<file path="config.mk">
export PLATFORM = sky130hd
export DESIGN_NAME = debounced_encoder
export DESIGN_NICKNAME = d
export VERILOG_FILES = /design/src/rtl/debounced_encoder.sv
export SDC_FILE = /design/constraint.sdc
export NUM_CORES = 1
export LEC_CHECK = 0
export BUFFER_PORTS_ARGS = -buffer_cell sky130_fd_sc_hd__buf_2
export CORE_MARGIN = 5
export CORE_UTILIZATION = 55
export DETAILED_ROUTE_END_ITERATION = 10
export GPL_TIMING_DRIVEN = 1
export PLACE_DENSITY = 0.74
export SYNTH_ARGS = -nofsm -noshare
export SYNTH_HDL_FRONTEND = slang
export SYNTH_SLANG_ARGS = --single-unit
export TNS_END_PERCENT = 100
</file>
<file path="constraint.sdc">
create_clock -name CLK -period 5.7 [get_ports CLK]
set_clock_uncertainty 0.2 [all_clocks]
set_input_delay 0.285 -clock CLK [delete_from_list [all_inputs] [get_ports CLK]]
set_output_delay 0.285 -clock CLK [all_outputs]
set_load 0.05 [all_outputs]
</file>
<file path="src/rtl/debounced_encoder.sv">
// rtl/debounced_encoder.sv - debounced active-low one-hot to 2-bit encoder
// Synchronizes D/E, qualifies a pattern for STABLE_CYCLES, then emits one code per press.
module debounced_encoder #(
    parameter int STABLE_CYCLES = 4
) (
    input  logic       CLK,
    input  logic       RST,
    input  logic [0:3] D,
    input  logic       E,
    input  logic       ACK,
    output logic       A,
    output logic       B,
    output logic       V,
    output logic       ERR
);

    localparam logic [1:0] S_IDLE    = 2'd0;
    localparam logic [1:0] S_SETTLE  = 2'd1;
    localparam logic [1:0] S_HOLD    = 2'd2;
    localparam logic [1:0] S_RELEASE = 2'd3;
    localparam logic [7:0] LIMIT     = 8'(STABLE_CYCLES);

    logic [0:3] d_s1_q, d_s2_q;
    logic       e_s1_q, e_s2_q;
    logic [1:0] state_q, state_d;
    logic [7:0] cnt_q, cnt_d;
    logic [0:3] cap_q, cap_d;
    logic       a_q, a_d, b_q, b_d, v_q, v_d, err_q, err_d;

    logic [0:3] p;
    logic       p_idle;
    logic       p_single;
    logic [2:0] n_low;
    logic [1:0] cap_code;

    // Synchronizers reset to the idle level so reset release never looks like a press.
    always_ff @(posedge CLK) begin
        if (RST) begin
            d_s1_q <= 4'b1111;
            d_s2_q <= 4'b1111;
            e_s1_q <= 1'b1;
            e_s2_q <= 1'b1;
        end else begin
            d_s1_q <= D;
            d_s2_q <= d_s1_q;
            e_s1_q <= E;
            e_s2_q <= e_s1_q;
        end
    end

    assign p        = e_s2_q ? 4'b1111 : d_s2_q;
    assign p_idle   = (p == 4'b1111);
    assign n_low    = 3'($countones(~p));
    assign p_single = (n_low == 3'd1);

    always_comb begin
        cap_code = 2'd0;
        case (cap_q)
            4'b0111: cap_code = 2'd0;
            4'b1011: cap_code = 2'd1;
            4'b1101: cap_code = 2'd2;
            4'b1110: cap_code = 2'd3;
            default: cap_code = 2'd0;
        endcase
    end

    always_comb begin
        state_d = state_q;
        cnt_d   = cnt_q;
        cap_d   = cap_q;
        a_d     = a_q;
        b_d     = b_q;
        v_d     = v_q;
        err_d   = 1'b0;
        case (state_q)
            S_IDLE: begin
                if (!p_idle) begin
                    state_d = S_SETTLE;
                    cap_d   = p;
                    cnt_d   = 8'd1;
                end
            end
            S_SETTLE: begin
                if (p == cap_q) begin
                    if (cnt_q >= LIMIT) begin
                        cnt_d = 8'd0;
                        if (p_single) begin
                            {a_d, b_d} = cap_code;
                            v_d        = 1'b1;
                            state_d    = S_HOLD;
                        end else begin
                            err_d   = 1'b1;
                            state_d = S_RELEASE;
                        end
                    end else begin
                        cnt_d = cnt_q + 8'd1;
                    end
                end else if (p_idle) begin
                    state_d = S_IDLE;
                    cnt_d   = 8'd0;
                end else begin
                    cap_d = p;
                    cnt_d = 8'd1;
                end
            end
            S_HOLD: begin
                if (ACK) begin
                    v_d     = 1'b0;
                    cnt_d   = 8'd0;
                    state_d = S_RELEASE;
                end
            end
            S_RELEASE: begin
                // Counts consecutive idle cycles; exits before the counter can exceed LIMIT.
                if (!p_idle) begin
                    cnt_d = 8'd0;
                end else if (cnt_q + 8'd1 >= LIMIT) begin
                    cnt_d   = 8'd0;
                    state_d = S_IDLE;
                end else begin
                    cnt_d = cnt_q + 8'd1;
                end
            end
            default: begin
                state_d = S_IDLE;
                cnt_d   = 8'd0;
            end
        endcase
    end

    always_ff @(posedge CLK) begin
        if (RST) begin
            state_q <= S_IDLE;
            cnt_q   <= 8'd0;
            cap_q   <= 4'b1111;
            a_q     <= 1'b0;
            b_q     <= 1'b0;
            v_q     <= 1'b0;
            err_q   <= 1'b0;
        end else begin
            state_q <= state_d;
            cnt_q   <= cnt_d;
            cap_q   <= cap_d;
            a_q     <= a_d;
            b_q     <= b_d;
            v_q     <= v_d;
            err_q   <= err_d;
        end
    end

    assign A   = a_q;
    assign B   = b_q;
    assign V   = v_q;
    assign ERR = err_q;

endmodule

</file>
Yosys cells after proc, flatten, opt, wreduce, memory -nomap -nowiden
Cells that the tools add are included.
{"block": "op_classes", "add_sub_neg": 4, "n_lt_le_gt_ge": 2, "n_eq_ne": 19, "n_mux": 28, "bitwise": 4, "n_reduce_logical": 9}
{"cell": "two-way mux 8 bit", "n": 6}
{"cell": "case mux 8 bit (4 select lines)", "n": 1}
{"cell": "equality test 4 bit, second input constant", "n": 4}
{"cell": "greater-or-equal comparator 8 x 3 -> 1 bit, second input constant", "n": 2}
{"cell": "inequality test 2 bit, second input constant", "n": 8}
{"cell": "two-way mux 2 bit", "n": 7}
{"cell": "two-way mux 4 bit", "n": 3}
{"cell": "adder 8 x 1 -> 8 bit, second input constant", "n": 1}
{"cell": "case mux 2 bit (4 select lines)", "n": 1}
{"cell": "case mux 4 bit (2 select lines)", "n": 1}
{"cell": "two-way mux 1 bit", "n": 7}
{"cell": "inequality test 3 bit, second input constant", "n": 2}
{"cell": "case mux 2 bit (3 select lines)", "n": 1}
{"cell": "AND reduction 6 bit", "n": 1}
{"cell": "AND reduction 5 bit", "n": 1}
{"cell": "adder 1 x 1 -> 2 bit", "n": 2}
{"cell": "equality test 2 bit, second input constant", "n": 2}
{"cell": "equality test 4 bit", "n": 1}
{"cell": "inverter 4 bit", "n": 1}
{"cell": "AND reduction 2 bit", "n": 2}
{"cell": "AND reduction 4 bit", "n": 1}
{"cell": "nonzero test 2 bit", "n": 2}
{"cell": "OR reduction 4 bit", "n": 1}
{"cell": "adder 2 x 2 -> 3 bit", "n": 1}
{"cell": "5 further kinds", "n": 7}
{"block": "word_totals", "ff_bits": 28, "input_bits": 8}

Depth between registers and ports, before layout
{"block": "depth", "depth_word": 9, "mapped_depth": 9}

Worst setup path before layout
Ideal clock, no wire load.
{"block": "synth_path", "path_type": "flip-flop to flip-flop", "start": "reg e_s2_q", "end": "reg v_q (netlist: V)", "setup_ns": 0.086, "arrival_ns": 2.302, "required_ns": 5.414, "setup_slack_ns": 3.112, "stages_incl_launch_ff": 9, "path_buffers": 1, "cell_sequence": "dfxtp_1 > buf_4 > nor2_1 > fa_1 > ha_1 > ha_1 > nor3b_1 > nand4_1 > a211oi_1"}
{"block": "synth_via", "elab_chain_len": 7}
{"item": "start, declared", "line": "24", "source": "logic e_s1_q, e_s2_q;"}
{"item": "start signal, assigned", "line": "47", "source": "e_s2_q <= e_s1_q;"}
{"item": "two-way mux 4 bit (*)", "line": "51", "source": "assign p = e_s2_q ? 4'b1111 : d_s2_q;"}
{"item": "inverter 4 bit", "line": "53", "source": "assign n_low = 3'($countones(~p));"}
{"item": "adder 1 x 1 -> 2 bit (implied by the code)", "line": "53"}
{"item": "adder 2 x 2 -> 3 bit (implied by the code)", "line": "53"}
{"item": "equality test 3 x 1 -> 1 bit", "line": "54", "source": "assign p_single = (n_low == 3'd1);"}
{"item": "inequality test 2 bit (no line)"}
{"item": "AND reduction 5 bit (no line) (*)"}
{"item": "end signal, assigned", "line": "146", "source": "v_q <= v_d;"}
{"item": "end, declared", "line": "28", "source": "logic a_q, a_d, b_q, b_d, v_q, v_d, err_q, err_d;"}
Every way passes the cells marked *; elsewhere a longest branch is shown, timed or not.
A chain may end at the register's enable or synchronous reset.

Worst setup path in the final report
Ends and elaborated chain as after synthesis.

==> flow_metrics.tcl <==
set metrics [dict create \
    synth_top_cells_by_area "dfxtp_1, ha_1, or2_2" \
    chipWidth_um 60.5 \
    vias_per_cell 5.74 \
    yosys_warnings 0 \
    antenna_found_initial 0 \
    root_buffer "clkbuf_4" \
    critPathLaunchType "flip-flop" \
    crit_path_frequent_cell "ha_1" \
    grt_use_met2_pct 28.9 \
    cts_tree "yes" \
    numCtsBuffers 3 \
    worst_slew_pin_slew_ns 0.531 \
    slew_headroom_pct 64.3 \
    drv_slew 0 \
    drt_iter0_drc 23 \
    hp-class "input port to flip-flop" \
    clk_latency_ns 0.33 \
    worst-path-max-fanout 11 \
    crit_required_ns 5.76 \
    cellLeakagePower_nw 0.658 \
    final_cells 202 \
    syn_nets 173 \
    grt_pass1_wl_mm 4.59 \
    status "completed" \
    async_flop_share_pct 0 \
    cp-end-kind "flip-flop" \
    dp_cells 193 \
    path_delay_family "adder cells" \
    path_cells "nor2_1 > fa_1 > ha_1 > ha_1 > nor3b_1 > nand4_1 > a211oi_1" \
    start_util_pct 57.2 \
    peakVddDrop_mv 0.166 \
    nets 187 \
    top_usage_layer "met2" \
    p_per_area_mw_per_mm2 212 \
    place_congestion 0.876 \
    htreeDepth 1 \
    core_mm2 0.00245 \
    grt_max_degree 30 \
    post-cts-setup-buffers 0 \
    period_share_pct 50.4 \
    cpPeakStageDelay_ns 0.56 \
    wl_mm 2.69 \
    fmax_ghz 0.348 \
    synthCells 159 \
    power_uw 327 \
    grt_use_met1_pct 20.3 \
    die_y_um 60.5 \
    dpl.hpwl_mm 1.86 \
    synthToLayoutAreaGrowth_pct 9.98 \
    numClockSinks 28 \
    arrival_ns 2.93 \
    synth-edff-count 0 \
    synth_most_common_cell "dfxtp_1" \
    r2r_setup_slack_ns 2.82 \
    grt_overflow_total 0 \
    path_buf_inv 0 \
    fin_setup_tns_ns 0 \
    path_clk_slew_ns 0.15 \
    rows 18 \
    finalSetupViolCount 0 \
    io_pins 12 \
    path_class "flip-flop to flip-flop" \
    port_buffers 11 \
    syn_area_mm2 0.00140 \
    synth_top_area_cell "dfxtp_1" \
    grt_pass1_vias 1054 \
    place_area_mm2 0.00146 \
    clockBufferDepth 2 \
    seq_area_frac_synth_pct 39.9 \
    layout-drive-gt1-share_pct 18.6 \
    synth_common_cells "dfxtp_1, nor2_1, a21oi_1, nand2_1, or2_2" \
    gr-usage-met3_pct 1.91 \
    vias 1160 \
    post_drt_wl_per_cell_um 13.3 \
    drc 0 \
    syn-mean-instance-area_um2 8.83 \
    dominantRegCellSynth "dfxtp_1" \
    first_pass_iters 6 \
    grt_use_total_pct 16.2 \
    rsz0062_at_grt "no" \
    netlist-cell-type-count 44 \
    antenna_left 0 \
    min_period_ns 2.88 \
    diodes 0 \
    crit_path_top_delay_cell "dfxtp_1" \
    yosysTopAreaCellShare_pct 39.9 \
    die_area_mm2 0.00366 \
    hold_viol 0 \
    cap_violations 0 \
    final_cell_area_mm2 0.00154 \
    ys_seq_elements 28 \
]
==> final timing paths <==
path / depth (start not counted) / to / from
setup reg to reg: 7 / V / e_s2_q
setup / recovery: 7 / V / e_s2_q
hold reg to reg: 1 / d_s2_q[0] / d_s1_q[0]
hold / removal: 4 / cnt_q[1] / ACK
==> cell type report <==
cell class	instances	area [um^2]
fill	222	911
multi-input combinational	117	778
sequential	28	561
timing repair buffer	16	105
tap	30	37.5
clock buffer	4	36.3
inverter	7	26.3
==> kinds of logic after synthesis <==
logic type / synth area share, %
multiplexers: 3.57
buffers and inverters: 4.63
AO/OA/AOI/OAI: 14.3
flip-flops: 39.9
adder cells (fa/ha/maj): 5.88
XOR/XNOR: 3.12
AND/OR/NAND/NOR: 28.6
==> layout by cell type (no fill, tap or decap), types with 2 or more instances in the layout <==
cell type      Yosys  routed
buf_2              1      11
dfxtp_1           28      28
clkbuf_4           0       3
and2_1             7       7
nand4_1            5       5
a211oi_1           2       2
nor3_1             4       4
mux2i_1            5       5
inv_1              7       7
ha_1               5       5
nor2_1            15      15
and3_1             5       5
nand2_1           10      10
o22ai_1            2       2
o21ai_0            3       3
nand3_1            3       3
xor2_1             3       3
xnor2_1            2       2
a21oi_1           11      11
a31oi_1            2       2
or2_2             10      10
nor2b_1            2       2
or3_1              2       2
dlygate4sd3_1      0       5
==> worst register-to-register path, delay by kind of cell (launching register included) <==
family	cells	cell delay [ns]
AO/OA/AOI/OAI	1	0.26
AND/OR/NAND/NOR	3	0.84
flip-flops	1	0.56
adder cells (fa/ha/maj)	3	0.95
==> routing by layer <==
metal | wire [um] | vias to the layer above | part of all wire, %
li1 | - | 583 | -
met3 | 97 | 5 | 3.6
met1 | 1280 | 544 | 48
met2 | 1270 | 28 | 47
met4 | 40 | 0 | 1.5
met5 | 0 | - | 0
==> what timing repair did <==
item                                   CTS  global route
hold buffers                             5             0
endpoints found under the hold margin    5             0
resized for setup                        0             0
==> report_power, final <==
group / total (mW) / leakage, nW / switching [mW] / internal (mW)
registers: 0.205 / 0.228 / 0.00453 / 0.200
logic: 0.0246 / 0.409 / 0.0118 / 0.0128
clock network: 0.0981 / 0.0210 / 0.0590 / 0.0392
==> registers in the layout, summed over array words and instances, names as in the netlist, named ones only <==
signal	flops
e_s2_q	1
state_q	1
A	1
B	1
d_s1_q	4
e_s1_q	1
cap_q	4
ERR	1
V	1
cnt_q	8
d_s2_q	4
==> per-stage QoR <==
step	setup WS, ns	util (%)	hold WS [ns]
after floorplan	3.11	-	0.189
after global placement	2.99	59.4	0.192
after detailed placement	2.88	59.4	0.195
after CTS	2.83	62.9	0.182
after global routing	2.61	62.9	0.225
final	2.82	62.9	0.186
Power figures use the tool's default switching activity.
